## config.mk

```make
export PLATFORM = sky130hd
export DESIGN_NAME = muldiv_sequencer
export DESIGN_NICKNAME = d
export VERILOG_FILES = /design/src/rtl/muldiv_sequencer.sv
export SDC_FILE = /design/constraint.sdc
export NUM_CORES = 1
export LEC_CHECK = 0
export CAP_MARGIN = 20
export CELL_PAD_IN_SITES_DETAIL_PLACEMENT = 1
export CELL_PAD_IN_SITES_GLOBAL_PLACEMENT = 2
export CORE_ASPECT_RATIO = 0.5
export CORE_MARGIN = 2
export CORE_UTILIZATION = 26
export DETAILED_ROUTE_END_ITERATION = 8
export PLACE_DENSITY = 0.88
export SYNTH_ARGS = -nofsm -noshare
export SYNTH_HDL_FRONTEND = slang
export SYNTH_SLANG_ARGS = --single-unit
export TNS_END_PERCENT = 10
```

## constraint.sdc

```tcl
create_clock -name clk -period 7.3 [get_ports clk]
set_clock_uncertainty 0.1 [all_clocks]
set_input_delay 2.19 -clock clk [delete_from_list [all_inputs] [get_ports clk]]
set_output_delay 2.19 -clock clk [all_outputs]
set_load 0.01 [all_outputs]
```

## src/rtl/muldiv_sequencer.sv

```systemverilog
// Iterative sequencer for a 64-bit shift-add multiplier / restoring divider driving an external 129-bit result register.
// Optional divide-by-zero trap enabled by defining MULDIV_DIV0_TRAP_EN.
module muldiv_sequencer #(
   parameter int N_ITER = 64,
   parameter int CNT_W  = 7
) (
   input  logic          clk,
   input  logic          reset,
   input  logic          start,
   input  logic          op,
   input  logic [63:0]   operand_a,
   input  logic [63:0]   operand_b,
   input  logic [128:0]  result,
   output logic [64:0]   data_out,
   output logic [63:0]   initial_data_out,
   output logic          wr,
   output logic          initial_wr,
   output logic          sh_right,
   output logic          sh_left,
   output logic          busy,
   output logic          done,
   output logic          div_by_zero
);

   typedef enum logic [1:0] {IDLE, LOAD, ITER, DONE} state_t;

   localparam logic [CNT_W-1:0] LAST_ITER = CNT_W'(N_ITER - 1);

   state_t            state_reg, state_next;
   logic [CNT_W-1:0]  cnt_reg, cnt_next;
   logic              op_reg;
   logic [63:0]       a_reg, b_reg;

   logic [64:0]       mul_sum;
   logic [65:0]       div_trial;
   logic              rem_ge;
   logic              div0_hit;
   logic              unused_result_bits;

   // Bits of the feedback word that neither datapath looks at.
   assign unused_result_bits = ^{result[128], result[62:1]};

   // Multiply keeps the carry in bit 64; divide uses the borrow in bit 65 as the compare.
   assign mul_sum   = {1'b0, result[127:64]} + {1'b0, b_reg};
   assign div_trial = {1'b0, result[127:63]} - {2'b00, b_reg};
   assign rem_ge    = ~div_trial[65];

   assign initial_data_out = a_reg;

`ifdef MULDIV_DIV0_TRAP_EN
   logic div0_reg;

   assign div0_hit    = op_reg && (b_reg == 64'd0);
   assign div_by_zero = div0_reg;

   // Flag is raised on the LOAD->DONE shortcut and held until the next accepted start.
   always_ff @(posedge clk) begin
      if (reset) begin
         div0_reg <= 1'b0;
      end else if (state_reg == IDLE && start) begin
         div0_reg <= 1'b0;
      end else if (state_reg == LOAD && div0_hit) begin
         div0_reg <= 1'b1;
      end
   end
`else
   assign div0_hit    = 1'b0;
   assign div_by_zero = 1'b0;
`endif

   always_ff @(posedge clk) begin
      if (reset) begin
         state_reg <= IDLE;
         cnt_reg   <= '0;
         op_reg    <= 1'b0;
         a_reg     <= '0;
         b_reg     <= '0;
      end else begin
         state_reg <= state_next;
         cnt_reg   <= cnt_next;
         if (state_reg == IDLE && start) begin
            op_reg <= op;
            a_reg  <= operand_a;
            b_reg  <= operand_b;
         end
      end
   end

   always_comb begin
      state_next = state_reg;
      cnt_next   = cnt_reg;
      data_out   = '0;
      wr         = 1'b0;
      initial_wr = 1'b0;
      sh_right   = 1'b0;
      sh_left    = 1'b0;
      busy       = 1'b0;
      done       = 1'b0;

      case (state_reg)
         IDLE: begin
            if (start) begin
               state_next = LOAD;
            end
         end
         LOAD: begin
            initial_wr = 1'b1;
            busy       = 1'b1;
            cnt_next   = '0;
            state_next = div0_hit ? DONE : ITER;
         end
         ITER: begin
            busy = 1'b1;
            if (op_reg) begin
               sh_left  = 1'b1;
               data_out = div_trial[64:0];
               wr       = rem_ge;
            end else begin
               sh_right = 1'b1;
               data_out = mul_sum;
               wr       = result[0];
            end
            if (cnt_reg == LAST_ITER) begin
               cnt_next   = '0;
               state_next = DONE;
            end else begin
               cnt_next = cnt_reg + 1'b1;
            end
         end
         DONE: begin
            done       = 1'b1;
            state_next = IDLE;
         end
         default: begin
            state_next = IDLE;
         end
      endcase
   end

endmodule
```

==> flow_summary.json <==
{
  "status": "finished with violations",
  "violations": "setup timing",
  "synth_edf_count": 0,
  "stdcell_area_um2": 23200,
  "netlist_area_um2": 13300,
  "synth_cell_types": 73,
  "cp.required_ns": 5.01,
  "wirelength_mm": 66.2,
  "start_kind": "primary input",
  "period_share_pct": 105,
  "slew_headroom_pct": 27.1,
  "coreArea_um2": 50400,
  "first_global_vias": 18000,
  "fin_crit_ns": 7.66,
  "grt_overflow": 0,
  "p_per_area_nw_per_um2": 269,
  "drive_gt1_share_pct": 32.9,
  "antenna_left": 0,
  "post-route-util_pct": 46.0,
  "num_vias": 17200,
  "mostFrequentLayoutCells": "502 x buf_4, 376 x nand2_1, 240 x a21oi_1, 236 x clkdlybuf4s50_1, 137 x dfxtp_1",
  "viasPerCell": 5.09,
  "cts_tree": "done",
  "cap_violations": 0,
  "dpl-instance-area_um2": 20500,
  "synth_top_cell_area_share_pct": 20.7,
  "start_util_pct": 26.4,
  "setup_viol": 35,
  "ys_seq_area_share_pct": 20.7,
  "dieWidth_um": 324,
  "max_slew.worst_pin.slew_ns": 1.09,
  "cts-hold-fix-buffers": 0,
  "synth_flop_cell": "dfxtp_1",
  "gp_congestion": 0.908,
  "syn-num-nets": 2334,
  "ios": 397,
  "clk_pin_slew_ns": 0.07,
  "grt_pass1_wl_mm": 97.3,
  "gr-usage-all-layers_pct": 23.2,
  "drt_first_pass_iters": 5,
  "hold_path.class": "flop to flop",
  "final_cells": 3387,
  "post_drt_wl_per_cell_um": 19.6,
  "yosysWarnings": 0,
  "slew_viol_final": 0,
  "syn_inst": 1937,
  "dp_hpwl_mm": 48.7,
  "crit_arrival_ns": 5.37,
  "hold_viol": 0,
  "htree_levels": 4,
  "power_mw": 6.24,
  "worstSkewPairLatency_ns": 0.46,
  "clock_path_buffers": 2,
  "yosysTopAreaCell": "dfxtp_1",
  "dp_cells": 3303,
  "synth_async_sr_flop_share_pct": 0,
  "cts_buffers": 17,
  "whs_ns": 0.355,
  "synthToLayoutAreaGrowth_pct": 74.4,
  "route.detailed.drc": 0,
  "io_buffers": 332,
  "final_common_cell": "buf_4",
  "fmax_mhz": 131,
  "die_area_um2": 53100,
  "clock_sinks": 138,
  "rsz0062_at_grt": "true",
  "multi_input_area_um2": 11700,
  "fillers": 6118,
  "rows": 58,
  "netlist_top_cells_area": "dfxtp_1 21%, ha_1 13%, a21oi_1 11%, nand2_1 11%, xnor2_1 5.3%",
  "detail_route.iter0.violations": 811,
  "crit_path_end_kind": "output port",
  "crit_fanout": 4,
  "grt_max_degree": 91,
  "regArea_um2": 2760,
  "syn_avg_cell_area_um2": 6.87,
  "leakage_nw": 9.97,
  "synth-seq-cells": 138,
  "path_class": "primary input to output port",
  "die_h_um": 164,
  "peakVddDrop_v": 0.000195,
  "antenna_found_initial": 3,
  "final_nets": 3078,
  "root_buffer": "clkbuf_16",
  "worst_slack_ns": -0.363
}
-- worst paths after layout --
| kind | cells past startpoint | endpoint | slack, ns | startpoint |
|---|---|---|---|---|
| worst min register to register | 2 | initial_data_out[54]$_SDFFE_PP0P_ | 0.36 | initial_data_out[54]$_SDFFE_PP0P_ |
| worst max register to register | 6 | b_reg[30]$_SDFFE_PP0P_ | 4.68 | state_reg[0]$_SDFFE_PP0P_ |
| worst min-delay path | 2 | initial_data_out[54]$_SDFFE_PP0P_ | 0.36 | initial_data_out[54]$_SDFFE_PP0P_ |
| worst max-delay path | 17 | data_out[62] | -0.36 | result[63] |
-- critical path, cell delays in order --
cell and delay, ns:
buf_6 0.09, inv_2 0.06, ha_4 0.14, fa_2 0.25, nor2b_4 0.06, o31ai_4 0.25
a211oi_4 0.10, buf_6 0.15, a211oi_4 0.28, nor2_2 0.09, a221o_2 0.45, a21oi_4 0.23
o41a_1 0.26, o21ai_1 0.13, xnor2_1 0.15, o22ai_1 0.24, buf_2 0.23
-- per-stage QoR --
step / TNS, ns / setup slack, ns
2_1_floorplan: 0 / 0.163
3_3_place_gp: -54.49 / -1.43
3_5_place_dp: -56.68 / -1.46
4_1_cts: -8.44 / -0.395
5_1_grt: -11.01 / -0.455
6_report: -6.16 / -0.363
-- Yosys cell counts, types with 4 or more instances --
library cell / instances
a21oi_1: 297
and2_1: 10
a21boi_0: 7
o22ai_1: 16
nor4_1: 6
buf_1: 13
o211ai_1: 12
a31o_2: 4
a31oi_1: 12
a41oi_1: 6
o221ai_1: 4
o21bai_1: 20
nor3_1: 25
nor2b_1: 14
o31ai_1: 9
buf_2: 12
or3_1: 10
ha_1: 134
clkbuf_1: 88
o21a_1: 22
nor2_1: 122
xor2_1: 37
a211oi_1: 17
nand4_1: 40
xnor2_1: 81
dfxtp_1: 138
a211o_1: 9
a21o_1: 72
nand3_1: 32
nand2b_1: 14
nand2_1: 384
o21ai_1: 6
inv_1: 103
o21ai_0: 78
and3_1: 14
or2_2: 4
a221oi_1: 4
-- cells by family after synthesis --
group	count (synthesis)	share of synthesized area, %
AO/OA/AOI/OAI	636	29.7
buffers and inverters	219	6.32
other	1	0.0282
multiplexers	3	0.226
flip-flops	138	20.7
XOR/XNOR	118	7.76
adder cells (fa/ha/maj)	136	12.9
AND/OR/NAND/NOR	686	22.4
-- area by class of cell --
| type | instances | area share [%] |
|---|---|---|
| Clock buffer | 17 | 1.83 |
| Tap cell | 690 | 3.72 |
| Inverter | 104 | 1.69 |
| Multi-Input combinational cell | 1580 | 50.2 |
| Clock inverter | 15 | 0.830 |
| Timing Repair Buffer | 840 | 29.8 |
| Sequential cell | 138 | 11.9 |
| Antenna cell | 3 | 0.0323 |
-- layer usage --
| metal | GRT usage, % | vias up | part of all wire [%] |
|---|---|---|---|
| met2 | 43.9 | 334 | 52 |
| met3 | 2.50 | 138 | 2.7 |
| met5 | 0 | - | 0 |
| met4 | 8.14 | 0 | 3.6 |
| met1 | 27.2 | 8482 | 41 |
| li1 | - | 8280 | - |
-- timing repair --
| action | CTS | global route |
|---|---|---|
| endpoints found under the setup margin | 59 | 55 |
| buffers inserted | 26 | 26 |
| pin swaps | 115 | 120 |
| hold endpoints to repair | 0 | 0 |
| cloned | 0 | 0 |
| gates resized for setup | 452 | 197 |
-- report_power, final --
| group | internal (mW) | total, mW | leakage [nW] | switching, mW |
|---|---|---|---|---|
| registers | 0.899 | 1.03 | 1.13 | 0.126 |
| clock network | 0.525 | 0.969 | 0.308 | 0.444 |
| logic | 1.98 | 4.25 | 8.53 | 2.27 |
(Power assumes the default switching activity.)
==> variant, RTL diff (same flow settings) <==
Add a define of `MULDIV_DIV0_TRAP_EN`.
--- a/src/rtl/muldiv_sequencer.sv
+++ b/src/rtl/muldiv_sequencer.sv
@@ -1,5 +1,7 @@
 // Iterative sequencer for a 64-bit shift-add multiplier / restoring divider driving an external 129-bit result register.
 // Optional divide-by-zero trap enabled by defining MULDIV_DIV0_TRAP_EN.
+`define MULDIV_DIV0_TRAP_EN
+
 module muldiv_sequencer #(
    parameter int N_ITER = 64,
    parameter int CNT_W  = 7
Formal check against the unedited RTL: not equivalent (Yosys sat finds a counterexample within 4 cycles, from zero or initial values and one cycle with reset high).
==> variant against the unedited design <==
The run still ends with negative setup slack left; worst setup slack got worse by 0.030 ns; utilization decreased by 0.83 points; area after synthesis increased by 3.3%; wire length increased by 7.8%; via count increased by 4.9%; worst hold slack got worse by 0.0054 ns; non-clock buffer count increased by 18; design area increased by 1.5%; fmax decreased by 0.39%; power increased by 0.33%; sequential cell count increased by 1.
==> variant: results (changes against the unedited design) <==
Final layout
  • Multi-input gates: 1657 (was 1580)
  • Buffering overhead: 0.304 (was 0.298)
  • ClkCell Share: 0.0243 (was 0.0266)
  • Final nets: 3179 (was 3078)
  • Multi-input combinational area share: 0.498 (was 0.502)
  • Fill cells: 6440 (was 6118)
  • Non-clock buffers: 858 (was 840)
  • Inverters: 109 (was 104)
  • FF+latch area: 2780 µm² (was 2760 µm²)
  • Antenna Cells: 4 (was 3)
  • # clk buffers: 19 (was 17)
  • Seq_cells: 139 (was 138)
  • Multi-input gate area: 11700 µm² (about the same)
  • Share of layout cells above drive strength 1: 0.303 (was 0.329)

STA
  • Least-Margin Pin Slew: 1.20 ns (was 1.09 ns)
  • Final setup viols: 37 (was 35)
  • Final setup margin: -0.393 ns (was -0.363 ns)

Critical path
  • Reg-to-Reg Start: op_reg (was state_reg[0])
  • Critical path origin: result[79] (was result[63])
  • CP arrival: 5.40 ns (was 5.37 ns)
  • Slowest-stage cell, CP: or4_4 (was a221o_2)

Route
  • Wire length on met3: 3120 µm (was 1780 µm)
  • Routed wl met2: 35100 µm (was 34700 µm)
  • Initial DRC count: 982 (was 811)
  • Vias per inst: 5.17 (was 5.09)
  • Post-Route M1 WL: 30200 µm (was 27300 µm)
  • Wire per inst: 20.4 µm (was 19.6 µm)
  • Total Wirelength: 71400 µm (was 66200 µm)

Logic synthesis
  • Adder-Cell Fraction of Synth Area: 0.125 (was 0.129)
  • Synthesized netlist cell count: 2021 (was 1937)
  • Mux cell area share after synthesis: 0.00737 (was 0.00226)
  • Seq/Total Area, Yosys: 0.202 (was 0.207)
  • Netlist cell types: 79 (was 73)
  • Most area-consuming cells after synthesis: dfxtp_1, ha_1, a21oi_1 (unchanged)
  • Most instantiated cells after synthesis: nand2_1, a21oi_1, nor2_1 (was nand2_1, a21oi_1, dfxtp_1)
  • XOR/XNOR Fraction of Synth Area: 0.0713 (was 0.0776)
  • Syn Nets: 2418 (was 2334)

Status
  • Status: finished with violations (unchanged)
  • Failing checks: negative setup slack (unchanged)

Placement
  • PortBufs: 333 (was 332)
  • Placer Congestion: 0.928 (was 0.908)
  • Placed Area: 21200 µm² (was 20500 µm²)
  • Pre-CTS WS: -1.55 ns (was -1.46 ns)
  • Post-DP HPWL: 53900 µm (was 48700 µm)

Global route
  • M1 GR Usage: 0.300 (was 0.272)
  • First-pass GRT wire length: 107000 µm (was 97300 µm)
  • Initial antenna violation count: 4 (was 3)
  • M3 GR Usage: 0.0457 (was 0.0250)
  • Largest net degree at the start of global routing: 82 (was 91)
  • Total track usage: 0.248 (was 0.232)
  • Vias in the first global route: 18700 (was 18000)
  • Grt met2 use: 0.431 (was 0.439)

Clock tree
  • Setup Buffers After CTS: 24 (was 26)
  • Count of cells resized by post-cts repair: 471 (was 452)

Power and ir drop
  • Max VDD drop: 0.000180 V (was 0.000195 V)
  • P_leak: 10.1 nW (was 9.97 nW)
  • Sw Ratio: 0.463 (was 0.455)
-- variant: changes by cell type after synthesis, sizes merged, moves of 9 or more --
| cell | unedited run | this run |
|---|---|---|
| buf | 26 | 8 |
| nor4 | 6 | 18 |
| o21bai | 20 | 29 |
| nand2 | 384 | 394 |
| clkbuf | 89 | 108 |
| nor3 | 25 | 36 |
| nor2 | 122 | 154 |
-- variant: power by group through the flow --
stage | combinational (mW) | clock, mW | sequential [mW]
2_1_floorplan | 1.90 | 0 | 1.03
3_3_place_gp | 3.71 | 0 | 1.06
3_5_place_dp | 3.78 | 0 | 1.06
4_1_cts | 4.07 | 0.949 | 1.05
5_1_grt | 4.60 | 0.983 | 1.07
6_report | 4.28 | 0.925 | 1.05
-- variant: worst paths after layout --
| kind | end | slack, ns | cells past startpoint |
|---|---|---|---|
| max | data_out[61] | -0.39 | 14 |
| min | initial_data_out[52] | 0.35 | 2 |
| max reg2reg | state_reg[0] | 3.39 | 7 |
| min reg2reg | initial_data_out[52] | 0.35 | 2 |
